$ cat config.mk
export PLATFORM = sky130hd
export DESIGN_NAME = div_issue_unit
export DESIGN_NICKNAME = d
export VERILOG_FILES = /design/src/rtl/div_issue_unit.sv
export SDC_FILE = /design/constraint.sdc
export NUM_CORES = 1
export LEC_CHECK = 0
export BUFFER_PORTS_ARGS = -buffer_cell sky130_fd_sc_hd__buf_2
export CORE_MARGIN = 1.5
export CORE_UTILIZATION = 39
export DETAILED_ROUTE_END_ITERATION = 6
export PLACE_DENSITY = 0.69
export SYNTH_ARGS = -nofsm -noshare
export SYNTH_HDL_FRONTEND = slang
export SYNTH_SLANG_ARGS = --single-unit
$ cat constraint.sdc
create_clock -name clock -period 3.41 [get_ports clock]
set_input_delay 0.682 -clock clock [delete_from_list [all_inputs] [get_ports clock]]
set_output_delay 0.682 -clock clock [all_outputs]
set_load 0.005 [all_outputs]
$ cat src/rtl/div_issue_unit.sv
// Issue/return wrapper around a fixed-latency external divider: tracks in-flight
// operations, captures results into an in-order FIFO and gates requests with credits.
module div_issue_unit #(
  parameter int LATENCY    = 12,
  parameter int TAG_W      = 5,
  parameter int FIFO_DEPTH = 16
) (
  input  logic             clock,
  input  logic             reset_n,
  input  logic             req_valid,
  output logic             req_ready,
  input  logic [1:0]       req_op,
  input  logic [31:0]      req_a,
  input  logic [31:0]      req_b,
  input  logic [TAG_W-1:0] req_tag,
  output logic [32:0]      div_numer,
  output logic [32:0]      div_denom,
  input  logic [32:0]      div_quotient,
  input  logic [32:0]      div_remain,
  output logic             resp_valid,
  input  logic             resp_ready,
  output logic [31:0]      resp_data,
  output logic [TAG_W-1:0] resp_tag
);

  localparam int PTR_W   = (FIFO_DEPTH > 1) ? $clog2(FIFO_DEPTH) : 1;
  localparam int CNT_W   = $clog2(FIFO_DEPTH + 1);
  localparam int TRK_W   = TAG_W + 2;
  localparam int ENTRY_W = 32 + TAG_W;

  localparam logic [PTR_W-1:0] PTR_ONE  = PTR_W'(1);
  localparam logic [CNT_W-1:0] CNT_ONE  = CNT_W'(1);
  localparam logic [CNT_W-1:0] CNT_FULL = CNT_W'(FIFO_DEPTH);

  // Tracker entry layout: {valid, sel_rem, tag}; stage 0 is the oldest.
  logic [TRK_W-1:0]   trk_reg  [LATENCY];
  logic [TRK_W-1:0]   trk_next [LATENCY];

  logic               fire;
  logic               push;
  logic               pop;
  logic               req_ready_reg;
  logic               req_ready_next;
  logic [CNT_W-1:0]   credits_used_reg;
  logic [CNT_W-1:0]   credits_used_next;
  logic [CNT_W-1:0]   fifo_count_reg;
  logic [CNT_W-1:0]   fifo_count_next;
  logic [PTR_W-1:0]   wr_ptr_reg;
  logic [PTR_W-1:0]   rd_ptr_reg;
  logic [ENTRY_W-1:0] fifo_mem [FIFO_DEPTH];
  logic [ENTRY_W-1:0] push_entry;
  logic [ENTRY_W-1:0] head_entry;
  logic [31:0]        result_sel;
  logic               unused_msb;

  // Signed ops sign-extend so the 33-bit divider also covers the unsigned range.
  assign div_numer = req_op[0] ? {1'b0, req_a} : {req_a[31], req_a};
  assign div_denom = req_op[0] ? {1'b0, req_b} : {req_b[31], req_b};

  assign fire      = req_valid & req_ready_reg;
  assign req_ready = req_ready_reg;

  genvar gi;
  generate
    for (gi = 0; gi < LATENCY; gi++) begin : g_trk
      if (gi == LATENCY - 1) begin : g_entry
        assign trk_next[gi] = {fire, req_op[1], req_tag};
      end else begin : g_shift
        assign trk_next[gi] = trk_reg[gi + 1];
      end
    end
  endgenerate

  always_ff @(posedge clock or negedge reset_n) begin
    if (!reset_n) begin
      for (int i = 0; i < LATENCY; i++) begin
        trk_reg[i] <= '0;
      end
    end else begin
      for (int i = 0; i < LATENCY; i++) begin
        trk_reg[i] <= trk_next[i];
      end
    end
  end

  // Divider results are consumed as-is, including divide-by-zero and overflow cases.
  assign push       = trk_reg[0][TRK_W-1];
  assign result_sel = trk_reg[0][TAG_W] ? div_remain[31:0] : div_quotient[31:0];
  assign push_entry = {result_sel, trk_reg[0][TAG_W-1:0]};
  assign unused_msb = div_quotient[32] ^ div_remain[32];

  always_ff @(posedge clock) begin
    if (push) begin
      fifo_mem[wr_ptr_reg] <= push_entry;
    end
  end

  assign head_entry = fifo_mem[rd_ptr_reg];
  assign resp_valid = (fifo_count_reg != '0);
  assign resp_data  = head_entry[ENTRY_W-1:TAG_W];
  assign resp_tag   = head_entry[TAG_W-1:0];
  assign pop        = resp_valid & resp_ready;

  // Credits cover both in-flight tracker entries and buffered results, so the FIFO cannot overflow.
  always_comb begin
    credits_used_next = credits_used_reg;
    if (fire && !pop) begin
      credits_used_next = credits_used_reg + CNT_ONE;
    end else if (pop && !fire) begin
      credits_used_next = credits_used_reg - CNT_ONE;
    end

    fifo_count_next = fifo_count_reg;
    if (push && !pop) begin
      fifo_count_next = fifo_count_reg + CNT_ONE;
    end else if (pop && !push) begin
      fifo_count_next = fifo_count_reg - CNT_ONE;
    end

    req_ready_next = (credits_used_next < CNT_FULL);
  end

  always_ff @(posedge clock or negedge reset_n) begin
    if (!reset_n) begin
      credits_used_reg <= '0;
      fifo_count_reg   <= '0;
      wr_ptr_reg       <= '0;
      rd_ptr_reg       <= '0;
      req_ready_reg    <= 1'b0;
    end else begin
      credits_used_reg <= credits_used_next;
      fifo_count_reg   <= fifo_count_next;
      req_ready_reg    <= req_ready_next;
      if (push) begin
        wr_ptr_reg <= wr_ptr_reg + PTR_ONE;
      end
      if (pop) begin
        rd_ptr_reg <= rd_ptr_reg + PTR_ONE;
      end
    end
  end

endmodule

## After elaboration in Yosys (flattened, before gate mapping)

Memories as Yosys holds them, arrays and structs flattened.
Index checks and enable logic that the tools add are counted.

| word-level totals | value |
|---|---|
| flip-flop bits (word level) | 103 |
| memory bits (writable) | 592 |
| output and inout bits | 105 |
| logic and storage cells | 45 |
| memories | 1 |

Memory list:

| name | depth | width | read ports | clocked after memory_dff | wr ports | RTL line | text |
|---|---|---|---|---|---|---|---|
| fifo_mem | 16 | 37 | 1 | 0 | 1 | 50 | `logic [ENTRY_W-1:0] fifo_mem [FIFO_DEPTH];` |

| operators by class | value |
|---|---|
| $add $sub $neg | 6 |
| $lt $le $gt $ge | 1 |
| muxes and demuxes | 9 |
| bitwise logic cells | 2 |
| reduce and logical (&&, ||, !) cells | 9 |

Operators with widths:

| operator | number |
|---|---|
| $mux W33 | 2 |
| $mux W32 | 1 |
| $mux W5 | 4 |
| $add A5 B1 Y5 const B | 2 |
| $sub A5 B1 Y5 const B | 2 |
| $add A4 B1 Y4 const B | 2 |
| $lt A5 B5 Y1 const B | 1 |
| $reduce_bool A5 Y1 | 1 |
| $logic_and A1 B1 Y1 | 4 |
| $logic_not A1 Y1 | 3 |
| $and A1 B1 Y1 | 2 |
| $mux W1 | 2 |
| $reduce_bool A2 Y1 | 1 |

## Longest topological paths before layout

Gate-level depths: netlist (run 1).

| logic depth | value |
|---|---|
| word-level depth | 6 |
| depth in mapped cells | 10 |

## Least setup slack after synthesis (run 1)

No wires, ideal clock.

| timing path | value |
|---|---|
| path kind | register to register |
| from | register trk_reg (netlist bit push) |
| to | memory fifo_mem[3][0] (netlist name), enable pin |
| setup time | 0.477 ns |
| arrival time | 3.286 ns |
| path slack | -0.353 ns |
| cell stages (with the launch flop) | 4 |
| path through | dfrtp_1 clkbuf_1 nand2_1 nor3_1 |

| on the way | value |
|---|---|
| longest elaborated chain between the ends | 2 |

RTL lines:

| item | RTL line | text |
|---|---|---|
| start, declared | 36 | `logic [TRK_W-1:0] trk_reg [LATENCY];` |
| start signal, assigned by index | 81 | `trk_reg[i] <= trk_next[i];` |
| $mux W1 | 93 | `if (push) begin` |
| $mux W1 (not written as such) | 94 | `fifo_mem[wr_ptr_reg] <= push_entry;` |
| end, declared | 50 |  |

Every way passes these cells.

## Final worst setup path (run 1)

| timing path | value |
|---|---|
| from | register rd_ptr_reg[0] |
| to | output resp_data[28] |

| on the way | value |
|---|---|
| longest elaborated chain between the ends | 1 |

RTL lines:

| item | RTL line | text |
|---|---|---|
| start, declared | 49 | `logic [PTR_W-1:0] rd_ptr_reg;` |
| start signal, assigned | 138 | `rd_ptr_reg <= rd_ptr_reg + PTR_ONE;` |
| $mem_v2 Z16 W37 | -- |  |
| end, declared | 22 | `output logic [31:0] resp_data,` |

Every way passes these cells.

==> results.md, run 1 <==
- Status: finished clean
- Pwr/cell area: roughly 800 nW/um^2
- Initial Util: between 30% and 40%
- Synth Register Bits: a little under 700
- All-layer global routing usage: between 10% and 20%
- Final setup skew: 42.3 ps
- Crit path max fanout: 30
- Core Footprint: just under 70000 sq um
- Syn Nets: around 1400
- Vias in the first global route: ~13000
- Met1 Wirelength: 22.8 mm
- CTS sink cnt: ~700
- RSZ-0062 raised after global routing: true
- Worst R2R Start: fifo_count_reg[1]$_DFFE_PN0P_
- Vias: approximately 12000
- Max reg flops: between 500 and 600
- Synth unique cells: slightly above 40
- Clock slew at reported path FFs: about 60 ps
- Routed vias/inst: 5.36
- Leakage power total: 10.4 nW
- DP HPWL: between 20 and 30 mm
- # IOs: 246
- Final wirelength: ~54 mm
- Commonest non-fill, non-tap cells in the layout: edfxtp_1 (592), buf_2 (118), mux4_2 (107)
- Max Used Layer: met4
- Die ar.: slightly below 70000 sq um
- Post-synth EDFFs: 592
- CP Capture Type: output pin
- VDD IR max: roughly 620 uV
- Synth Cell Area: ~27000 sq um
- Synth Warn #: 0
- Gpl congestion: roughly 0.7
- Cells on worst reg2reg path: 9
- H-tree levels: 3
- CTS tree: built
- Final Max Slew Viols: 0
- Pre-antenna DRT Iters: 5
- Post-synth top flop: edfxtp_1
- Max Cap Viol: 0
- DR WL/cell: between 20 and 25 um
- Fin. Hold Viols: 0
- Drt initial violations: 1143
- Worst slew pin tran: approximately 760 ps
- CTS buffer count: 70
- WP data required: between 2000 and 3000 ps
- Asr flop ratio synth: ~15%
- Clock tree buffer depth: 3
- Worst reg2reg setup slack: 590 ps
- FP Rows: 95
- Slew margin rel.: around half
- Antenna Nets Post-Route: 0
- Hold WS: between 100 and 150 ps
- Metal2 WL: approximately 27 mm
- Final core occ: between 40% and 50%
- Clock Tree Root: clkbuf_16
- Total power: approximately 0.025 W
- Avg Cell Area, Syn: 21.7 sq um
- Die X: between 200 and 300 um
- Initial antenna violation count: 2
- # port buffers: ~120
- Most common cell after layout, fill and taps aside: edfxtp_1
- Syn Inst Count: 1221
- Critical path type: reg2out
- Tmin final: around 3300 ps
- Final worst path period share: 96.9%
- Number of diodes: 0
- Clk Latency, worst-skew pair: around 620 ps
- FMAX: 303 MHz
- Die H: between 200 and 300 um
- Final net count: roughly 1500
- HP Class: in2async
- Residual DRC count: 0
- Sequential area share after synthesis: between 70% and 80%
- P&R area growth vs syn: 15.0%
- WL met3: about 3.7 mm
- RR Endpoint: fifo_count_reg[4]$_DFFE_PN0P_
- Biggest register: fifo_mem
- Endpoints failing setup: 0
- CP arrival: 2620 ps
- Crit start category: flip-flop
- Largest net degree at the start of global routing: 63
- Layout cell share with drive strength beyond 1: a little under 30%
- First-pass GRT wire length: just over 80 mm
- GRT overflow: 0
-- power by group --
part | total [W] | switching, W | internal (W)
logic | 0.00644 | 0.00346 | 0.00298
registers | 0.0104 | 0.000417 | 0.0100
clock network | 0.00764 | 0.00323 | 0.00441
-- worst max path at each step --
stage	cells past startpoint	from	end	slack (ps)
after global placement	5	rd_ptr_reg[0]$_DFFE_PN0P_	resp_data[6]	640
after detailed placement	5	rd_ptr_reg[0]$_DFFE_PN0P_	resp_data[6]	620
after CTS	5	rd_ptr_reg[0]$_DFFE_PN0P_	resp_data[5]	40
after global routing	5	rd_ptr_reg[0]$_DFFE_PN0P_	resp_data[19]	-7
after floorplan	3	wr_ptr_reg[2]$_DFFE_PN0P_	fifo_mem[15][0]$_DFFE_PP_	590
final	5	rd_ptr_reg[0]$_DFFE_PN0P_	resp_data[28]	100
-- per-stage QoR --
stage / setup TNS, ps / cells / setup slack [ps] / area (sq um)
floorplan: 0 / 1221 / 593 / 26500
global placement: 0 / 2133 / 637 / 28000
global route: -9.98 / 2264 / -7.50 / 30500
CTS: 0 / 2263 / 39.6 / 30500
finish: 0 / 2264 / 104 / 30500
detailed placement: 0 / 2133 / 625 / 28000
-- repair_timing --
item / in CTS / in global routing
setup endpoints to repair: 4 / 13
gates resized for setup: 6 / 8
setup buffers: 0 / 0
pin swaps: 0 / 1
cloned: 2 / 1
hold buffers: 0 / 0
-- cells in the mapped netlist, types with 2 or more instances --
| library cell | n | area share [%] |
|---|---|---|
| xor2_1 | 4 | 0.13 |
| buf_4 | 65 | 1.8 |
| nor2b_1 | 4 | 0.094 |
| nand2_1 | 52 | 0.74 |
| a22oi_1 | 74 | 2.1 |
| clkbuf_1 | 30 | 0.42 |
| edfxtp_1 | 592 | 67 |
| buf_2 | 6 | 0.11 |
| mux4_1 | 41 | 4.1 |
| nor2_1 | 16 | 0.23 |
| nand2b_1 | 3 | 0.071 |
| dfrtp_1 | 103 | 9.7 |
| a21oi_1 | 6 | 0.11 |
| buf_12 | 10 | 0.75 |
| nand4_1 | 4 | 0.094 |
| mux2_2 | 4 | 0.17 |
| mux4_2 | 107 | 9.1 |
| xnor2_1 | 6 | 0.20 |
| o31ai_1 | 2 | 0.057 |
| inv_1 | 9 | 0.13 |
| o21ai_0 | 6 | 0.11 |
| mux2_1 | 30 | 1.3 |
| nor3_1 | 8 | 0.15 |
| buf_1 | 9 | 0.13 |
| ha_1 | 13 | 0.61 |
| a21o_1 | 2 | 0.057 |
-- cell type report --
| type | count | area [sq um] |
|---|---|---|
| Timing Repair Buffer | 164 | 1260 |
| Sequential cell | 695 | 20400 |
| Multi-Input combinational cell | 394 | 5420 |
| Inverter | 10 | 37.5 |
| Clock inverter | 42 | 478 |
| Fill cell | 5582 | 36800 |
| Clock buffer | 86 | 1860 |
| Tap cell | 873 | 1090 |
-- routing by layer --
metal / vias to the layer above / global-route usage (%)
met1: 6402 / 21.5
met3: 92 / 3.42
li1: 5179 / -
met5: - / 0
met4: 0 / 4.50
met2: 455 / 25.8
-- worst max-delay path, cell delays in order, from the launching register on --
cell	delay (ps)
dfrtp_4	610
buf_16	300
mux4_1	600
a22oi_1	230
nand2_1	90
buf_2	160
-- cells by family after synthesis --
kind of cell | count (synthesis) | synth area share, %
flops | 695 | 76.8
mux | 183 | 14.6
buf+inv | 132 | 3.50
compound gates | 97 | 2.65
simple gates | 90 | 1.45
fa+ha+maj | 14 | 0.689
xor+xnor | 10 | 0.330
(Power assumes the default switching activity.)
==> run 2: changes to the inputs <==
--- a/config.mk
+++ b/config.mk
@@ -6,4 +6,5 @@
 export NUM_CORES = 1
 export LEC_CHECK = 0
+export ABC_AREA = 1
 export BUFFER_PORTS_ARGS = -buffer_cell sky130_fd_sc_hd__buf_2
 export CORE_MARGIN = 1.5
==> constraint.sdc (replaced) <==
create_clock -name clock -period 3.41 [get_ports clock]
set_input_delay 0.682 -clock clock [delete_from_list [all_inputs] [get_ports clock]]
set_output_delay 0.682 -clock clock [all_outputs]
set_load 0.02 [all_outputs]
==> run 2 against run 1 <==
  * First-iteration DRC count grew 47%
  * Combinational power is 41% higher
  * Wire length increased by 23%
  * Critical path type unchanged
  * Non-clock buffer count up 7
  * Cell area increased by 9.1%
  * Total power grew 11%
  * Register-to-register slack improved by 510 ps
  * Worst hold slack got worse by 71 ps
  * Clock power up 3%
  * Sequential power barely moved
  * Worst setup slack gained 43 ps
  * Final cell count up 68%
==> results.md, run 2 <==
- Status: finished clean (unchanged)
- Largest net degree at the start of global routing: 193 (was 63)
- CP arrival: 2580 ps (was 2620 ps)
- Layout cell share with drive strength beyond 1: 11.6% (was 29.8%)
- Pwr/cell area: 819 nW/um^2 (was 804 nW/um^2)
- VDD IR max: 1000 uV (was 622 uV)
- Final setup skew: 24.7 ps (was 42.3 ps)
- CTS sink cnt: 695 (unchanged)
- Synth unique cells: 24 (was 41)
- Initial antenna violation count: 1 (was 2)
- Post-synth top flop: edfxtp_1 (unchanged)
- Max reg flops: 592 (unchanged)
- Top cells by area, synth: edfxtp_1 (60%), nand2_1 (10%), dfrtp_1 (8.7%) (was edfxtp_1 (67%), dfrtp_1 (9.7%), mux4_2 (9.1%))
- Final wirelength: 66.8 mm (was 54.4 mm)
- Fin. Hold Viols: 0 (unchanged)
- Die ar.: 77200 sq um (was 69600 sq um)
- Crit start category: flip-flop (unchanged)
- Post-synth top area cell: edfxtp_1 (unchanged)
- Post-synth top area share: 60.3% (was 67.0%)
- Clock tree buffer depth: 3 (unchanged)
- GRT overflow: 0 (unchanged)
- Final worst path period share: 95.7% (was 96.9%)
- Synth Warn #: 0 (unchanged)
- Clock Tree Root: clkbuf_16 (unchanged)
- CP Capture Type: output pin (unchanged)
- Die H: 278 um (was 264 um)
- Clk Latency, worst-skew pair: 620 ps (about the same)
- Number of diodes: 0 (unchanged)
- Register cell area after layout: 20400 sq um (about the same)
- Antenna Nets Post-Route: 0 (unchanged)
- Endpoints failing setup: 0 (unchanged)
- Final Max Slew Viols: 0 (unchanged)
- Cells on worst reg2reg path: 12 (was 9)
- Hold WS: 68.6 ps (was 139 ps)
- RR Endpoint: fifo_count_reg[4]$_DFFE_PN0P_ (unchanged)
- Worst slew pin tran: 779 ps (was 757 ps)
- FMAX: 306 MHz (was 303 MHz)
- WP data required: 2730 ps (about the same)
- Syn Inst Count: 2730 (was 1221)
- Final non-filler cell total: 3805 (was 2264)
- Vias: 18529 (was 12128)
- Final worst setup slack: 147 ps (was 104 ps)
- Die X: 278 um (was 264 um)
- Worst R2R Start: fifo_count_reg[1]$_DFFE_PN0P_ (unchanged)
- # port buffers: 119 (unchanged)
- Crit-path cells: clkinv_2, buf_12, nand3_1, nand3_1, nand2_1, buf_2 (was buf_16, mux4_1, a22oi_1, nand2_1, buf_2)
- Most frequent cell after synthesis: nand2_1 (was edfxtp_1)
- All-layer global routing usage: 17.1% (was 15.8%)
- Sequential area share after synthesis: 69.1% (was 76.8%)
- Post-synth top cells: nand2_1 (820), edfxtp_1 (592), inv_1 (467), nand3_1 (457), dfrtp_1 (103) (was edfxtp_1 (592), mux4_2 (107), dfrtp_1 (103), a22oi_1 (74), buf_4 (65))
- P&R area growth vs syn: 13.0% (was 15.0%)
- Syn Nets: 2885 (was 1376)
- DR WL/cell: 17.6 um (was 24.0 um)
- Placed Cells: 3677 (was 2133)
- Avg Cell Area, Syn: 10.8 sq um (was 21.7 sq um)
- Routed vias/inst: 4.87 (was 5.36)
- Synth Register Bits: 695 (unchanged)
- Worst reg2reg setup slack: 1100 ps (was 590 ps)
- Commonest non-fill, non-tap cells in the layout: nand2_1 (820), edfxtp_1 (592), inv_1 (465) (was edfxtp_1 (592), buf_2 (118), mux4_2 (107))
- Post-synth EDFFs: 592 (unchanged)
- Synth Cell Area: 29500 sq um (was 26500 sq um)
- First-pass GRT wire length: 101 mm (was 81.4 mm)
- Multi-input logic area: 6290 sq um (was 5420 sq um)
- Drt initial violations: 1680 (was 1143)
- Delay of the slowest critical-path stage: 550 ps (was 610 ps)
- Max Cap Viol: 0 (unchanged)
- Pre-antenna DRT Iters: 6 (was 5)
- Vias in the first global route: 17886 (was 12893)
- # IOs: 246 (unchanged)
- FP Rows: 100 (was 95)
- Gpl congestion: 0.758 (was 0.708)
- CP max stage cell: clkinv_2 (was dfrtp_4)
- Dpl ws: 660 ps (was 625 ps)
- Most used cell, CP: nand3_1
- H-tree levels: 3 (unchanged)
- Crit path max fanout: 30 (unchanged)
- Initial Util: 39.5% (was 39.4%)
- Final net count: 2939 (was 1490)
- Biggest register: fifo_mem (unchanged)
- Residual DRC count: 0 (unchanged)
- Core Footprint: 74600 sq um (was 67300 sq um)
- CTS tree: built (unchanged)
- RSZ-0062 raised after global routing: false (was true)
- Slew margin rel.: 48.1% (was 49.4%)
- Fillers: 6639 (was 5582)
- Leakage power total: 14.3 nW (was 10.4 nW)
- Most common cell after layout, fill and taps aside: nand2_1 (was edfxtp_1)
- DP HPWL: 34.5 mm (was 28.8 mm)
- Critical path type: reg2out (unchanged)
- HP Class: in2async (unchanged)
- Final setup TNS: 0 ps (unchanged)
- CTS buffer count: 73 (was 70)
- Asr flop ratio synth: 14.8% (unchanged)
- Tmin final: 3260 ps (was 3310 ps)
- Clock slew at reported path FFs: 60 ps (about the same)
[run 2: cell count changes in the layout (fill, tap and decap cells not counted), sizes merged, moves of 3 or more]
cell	change
nand2	+768
inv	+460
nand3	+457
mux4	-148
a22oi	-74
clkinv	-11
clkbuf	+9
nor2	+9
nor3	-8
buf	+7
nor2b	-4
xnor2	-4
nand2b	-3
[run 2: final cells by class]
class / instances / share of cell area (%)
Clock inverter: 32 / 1.14
Inverter: 469 / 5.34
Timing Repair Buffer: 171 / 3.86
Multi-Input combinational cell: 1374 / 18.9
Sequential cell: 695 / 61.2
Clock buffer: 95 / 5.95
Tap cell: 969 / 3.64
[run 2: metrics by stage]
step / area [sq um] / utilization (%) / total power (W)
6_report: 33300 / 44.6 / 0.0273
5_1_grt: 33300 / 44.6 / 0.0288
4_1_cts: 33200 / 44.6 / 0.0274
3_5_place_dp: 30900 / 41.4 / 0.0195
3_3_place_gp: 30900 / 41.4 / 0.0194
2_1_floorplan: 29500 / - / 0.0167
[run 2: timing repair]
item,CTS,global route
hold buffers,0,0
setup endpoints to repair,0,19
gates resized for setup,0,3
setup buffers,0,0
[run 2: metal layers]
metal / up-vias / share of wire (%) / track usage [%]
li1: 8848 / - / -
met2: 703 / 48 / 28.2
met3: 115 / 8.1 / 3.87
met1: 8863 / 42 / 22.5
met4: 0 / 2.7 / 5.38
met5: - / 0 / 0
[run 2: how the worst max path moves through the flow]
stage	start	to	depth (start not counted)	slack, ps
2_1_floorplan	push$_DFF_PN0_	fifo_mem[11][0]$_DFFE_PP_	3	650
3_5_place_dp	rd_ptr_reg[0]$_DFFE_PN0P_	resp_tag[3]	8	660
5_1_grt	rd_ptr_reg[2]$_DFFE_PN0P_	resp_data[24]	6	7
3_3_place_gp	rd_ptr_reg[0]$_DFFE_PN0P_	resp_tag[1]	8	640
6_report	rd_ptr_reg[2]$_DFFE_PN0P_	resp_data[20]	6	150
4_1_cts	rd_ptr_reg[0]$_DFFE_PN0P_	resp_tag[3]	8	5
[run 2: power by group]
group / switching, W / total (W) / internal, W / leakage (nW)
Clock: 0.00320 / 0.00784 / 0.00464 / 1.15
Combinational: 0.00642 / 0.00908 / 0.00266 / 6.58
Sequential: 0.000282 / 0.0103 / 0.0101 / 6.55
Total: 0.00990 / 0.0273 / 0.0174 / 14.3
[run 2: logic make-up (layout without fill, tap and decap cells)]
logic type | count (synthesis) | in the layout | synth area share, %
AOI/OAI and AO/OA | 15 | 15 | 0.284
adders and majority gates | 14 | 14 | 0.620
DFF | 695 | 695 | 69.1
and+or+nand+nor | 1306 | 1306 | 18.6
xor gates and xnor gates | 7 | 7 | 0.208
buffers and inverters | 661 | 767 | 9.97
muxes | 32 | 32 | 1.22
[run 2: critical path, delay by kind of cell, from the launching register on]
kind	cells	cell delay, ps
buf+inv	3	1150
flops	1	410
simple gates	3	420
==> run 3: changes to the inputs <==
==> constraint.sdc (replaced) <==
create_clock -name clock -period 3.41 [get_ports clock]
set_input_delay 0.682 -clock clock [delete_from_list [all_inputs] [get_ports clock]]
set_output_delay 0.682 -clock clock [all_outputs]
set_load 0.1 [all_outputs]
==> run 3 against run 2 <==
  * First-iteration DRC count down 4.5%
  * Critical path depth up 3
  * Maximum frequency up 0.32%
  * Sequential power about the same
==> results.md, run 3 (same netlist as run 2, synthesis figures left out) <==
- Status: finished clean (unchanged)
- # IOs: 246 (unchanged)
- Clk Latency, worst-skew pair: 600 ps (was 620 ps)
- CP arrival: 2570 ps (was 2580 ps)
- Final core occ: 45.3% (was 44.6%)
- CP bufs+invs: 3 (unchanged)
- Gpl congestion: 0.746 (was 0.758)
- Placed Cells: 3677 (unchanged)
- FP Rows: 100 (unchanged)
- Number of diodes: 0 (unchanged)
- Vias: 18398 (was 18529)
- Most used cell, CP: nand2_1 (was nand3_1)
- All-layer global routing usage: 17.0% (was 17.1%)
- Clock slew at reported path FFs: 60 ps (about the same)
- Vias in the first global route: 17782 (was 17886)
- Pre-antenna DRT Iters: 5 (was 6)
- Final net count: 2939 (unchanged)
- CP Capture Type: output pin (unchanged)
- Multi-input logic area: 6290 sq um (unchanged)
- Worst slew pin tran: 780 ps (was 779 ps)
- Final worst setup slack: 157 ps (was 147 ps)
- CTS buffer count: 74 (was 73)
- WP data required: 2730 ps (about the same)
- Tmin final: 3250 ps (was 3260 ps)
- Fillers: 6570 (was 6639)
- Layout cell share with drive strength beyond 1: 11.6% (about the same)
- Drt initial violations: 1604 (was 1680)
- Final wirelength: 65.2 mm (was 66.8 mm)
- Placed inst area: 31400 sq um (was 30900 sq um)
- Design Area, Final: 33800 sq um (was 33300 sq um)
- Final Max Slew Viols: 0 (unchanged)
- Crit path max fanout: 75 (was 30)
- CTS sink cnt: 695 (unchanged)
- CTS tree: built (unchanged)
- HP Class: in2async (unchanged)
- Antenna Nets Post-Route: 0 (unchanged)
- Final worst path period share: 95.4% (was 95.7%)
- RSZ-0062 raised after global routing: true (was false)
- Crit-path cells: clkinv_8, buf_16, nand2_1, nand2_1, nand2_1, nand3_1, nand3_1, nand2_1, buf_12 (was clkinv_2, buf_12, nand3_1, nand3_1, nand2_1, buf_2)
- DR WL/cell: 17.1 um (was 17.6 um)
- GRT overflow: 0 (unchanged)
- Residual DRC count: 0 (unchanged)
- Final setup skew: 24.3 ps (was 24.7 ps)
- Final non-filler cell total: 3809 (was 3805)
- DP HPWL: 34.8 mm (was 34.5 mm)
- Critical path type: reg2out (unchanged)
- Max reg flops: 592 (unchanged)
- Max Cap Viol: 0 (unchanged)
- Most common cell after layout, fill and taps aside: nand2_1 (unchanged)
- Die H: 278 um (unchanged)
- # port buffers: 119 (unchanged)
- Crit start category: flip-flop (unchanged)
- Register cell area after layout: 20400 sq um (unchanged)
- Fin. Hold Viols: 0 (unchanged)
- Hold WS: 104 ps (was 68.6 ps)
- Endpoints failing setup: 0 (unchanged)
- CTS Hold Bufs: 0 (unchanged)
- First-pass GRT wire length: 101 mm (about the same)
- Leakage power total: 14.4 nW (was 14.3 nW)
- H-tree levels: 3 (unchanged)
- Dpl ws: 673 ps (was 660 ps)
- Clock tree buffer depth: 3 (unchanged)
- Initial antenna violation count: 1 (unchanged)
- Core Footprint: 74600 sq um (unchanged)
- Pwr/cell area: 935 nW/um^2 (was 819 nW/um^2)
- FMAX: 307 MHz (was 306 MHz)
- Crit-path leading delay family: buffers and inverters (unchanged)
- Initial Util: 39.5% (unchanged)
- CP max stage cell: dfrtp_4 (was clkinv_2)
- Commonest non-fill, non-tap cells in the layout: nand2_1 (820), edfxtp_1 (592), inv_1 (465) (unchanged)
- Biggest register: fifo_mem (unchanged)
- Slew margin rel.: 47.8% (was 48.1%)
- Clock Tree Root: clkbuf_16 (unchanged)
- Routed vias/inst: 4.83 (was 4.87)
- P&R area growth vs syn: 14.6% (was 13.0%)
- Delay of the slowest critical-path stage: 560 ps (was 550 ps)
- Largest net degree at the start of global routing: 109 (was 193)
- Die X: 278 um (unchanged)
- VDD IR max: 696 uV (was 1000 uV)
- Die ar.: 77200 sq um (unchanged)
[run 3: cell types whose count changed in the layout (fill, tap and decap cells not counted), moves of 5 or more]
cell and change:
buf_2 -37, clkinvlp_4 +5, buf_12 +34, clkinv_1 +5
[run 3: routing by layer]
layer	vias up	global-route usage (%)	routed length, um
met5	-	0	0
met1	8767	22.0	27700
met2	630	28.1	31100
met4	0	6.31	2040
met3	140	3.39	4340
li1	8861	-	-
[run 3: worst reg2reg max path, delay by kind of cell (launching register included)]
| family | cells | cell delay (ps) |
|---|---|---|
| adders and majority gates | 1 | 150 |
| buffers and inverters | 2 | 430 |
| DFF | 1 | 440 |
| and+or+nand+nor | 2 | 970 |
[run 3: cell type report]
class | count | share of cell area, %
clock buffers | 95 | 5.90
repair buffers | 170 | 5.29
multi-input cells | 1374 | 18.6
flip-flops and latches | 695 | 60.3
inverters | 469 | 5.26
well taps | 969 | 3.59
clock inverters | 37 | 0.982
[run 3: worst paths after layout]
path                                                start                         endpoint  cells past startpoint  slack (ps)
worst max register to register  wr_ptr_reg[0]$_DFFE_PN0P_        fifo_mem[4][25]$_DFFE_PP_                      5        1090
max in group asynchronous                         reset_n            trk_reg[82]$_DFF_PN0_                      2        2560
worst min-delay path                              reset_n  credits_used_reg[2]$_DFFE_PN0P_                      1         100
worst min register to register     trk_next[48]$_DFF_PN0_           trk_next[55]$_DFF_PN0_                      0         340
worst max-delay path            rd_ptr_reg[0]$_DFFE_PN0P_                    resp_data[11]                      9         160
min in group clock                             req_tag[1]            trk_next[8]$_DFF_PN0_                      1         190
[run 3: metrics by stage]
stage          total power (W)  TNS [ps]
6_report                0.0316         0
4_1_cts                 0.0318         0
3_5_place_dp            0.0241         0
3_3_place_gp            0.0240         0
2_1_floorplan           0.0198         0
5_1_grt                 0.0331     -8.94
[run 3: what timing repair did]
action	CTS	global route
buffers inserted	0	0
resized for setup	0	5
endpoints found under the setup margin	0	16
[run 3: report_power, final]
group / switching, W / internal, W / leakage [nW] / total [W]
combinational: 0.00952 / 0.00403 / 6.75 / 0.0136
clock: 0.00317 / 0.00451 / 1.12 / 0.00768
sequential: 0.000275 / 0.0101 / 6.55 / 0.0103
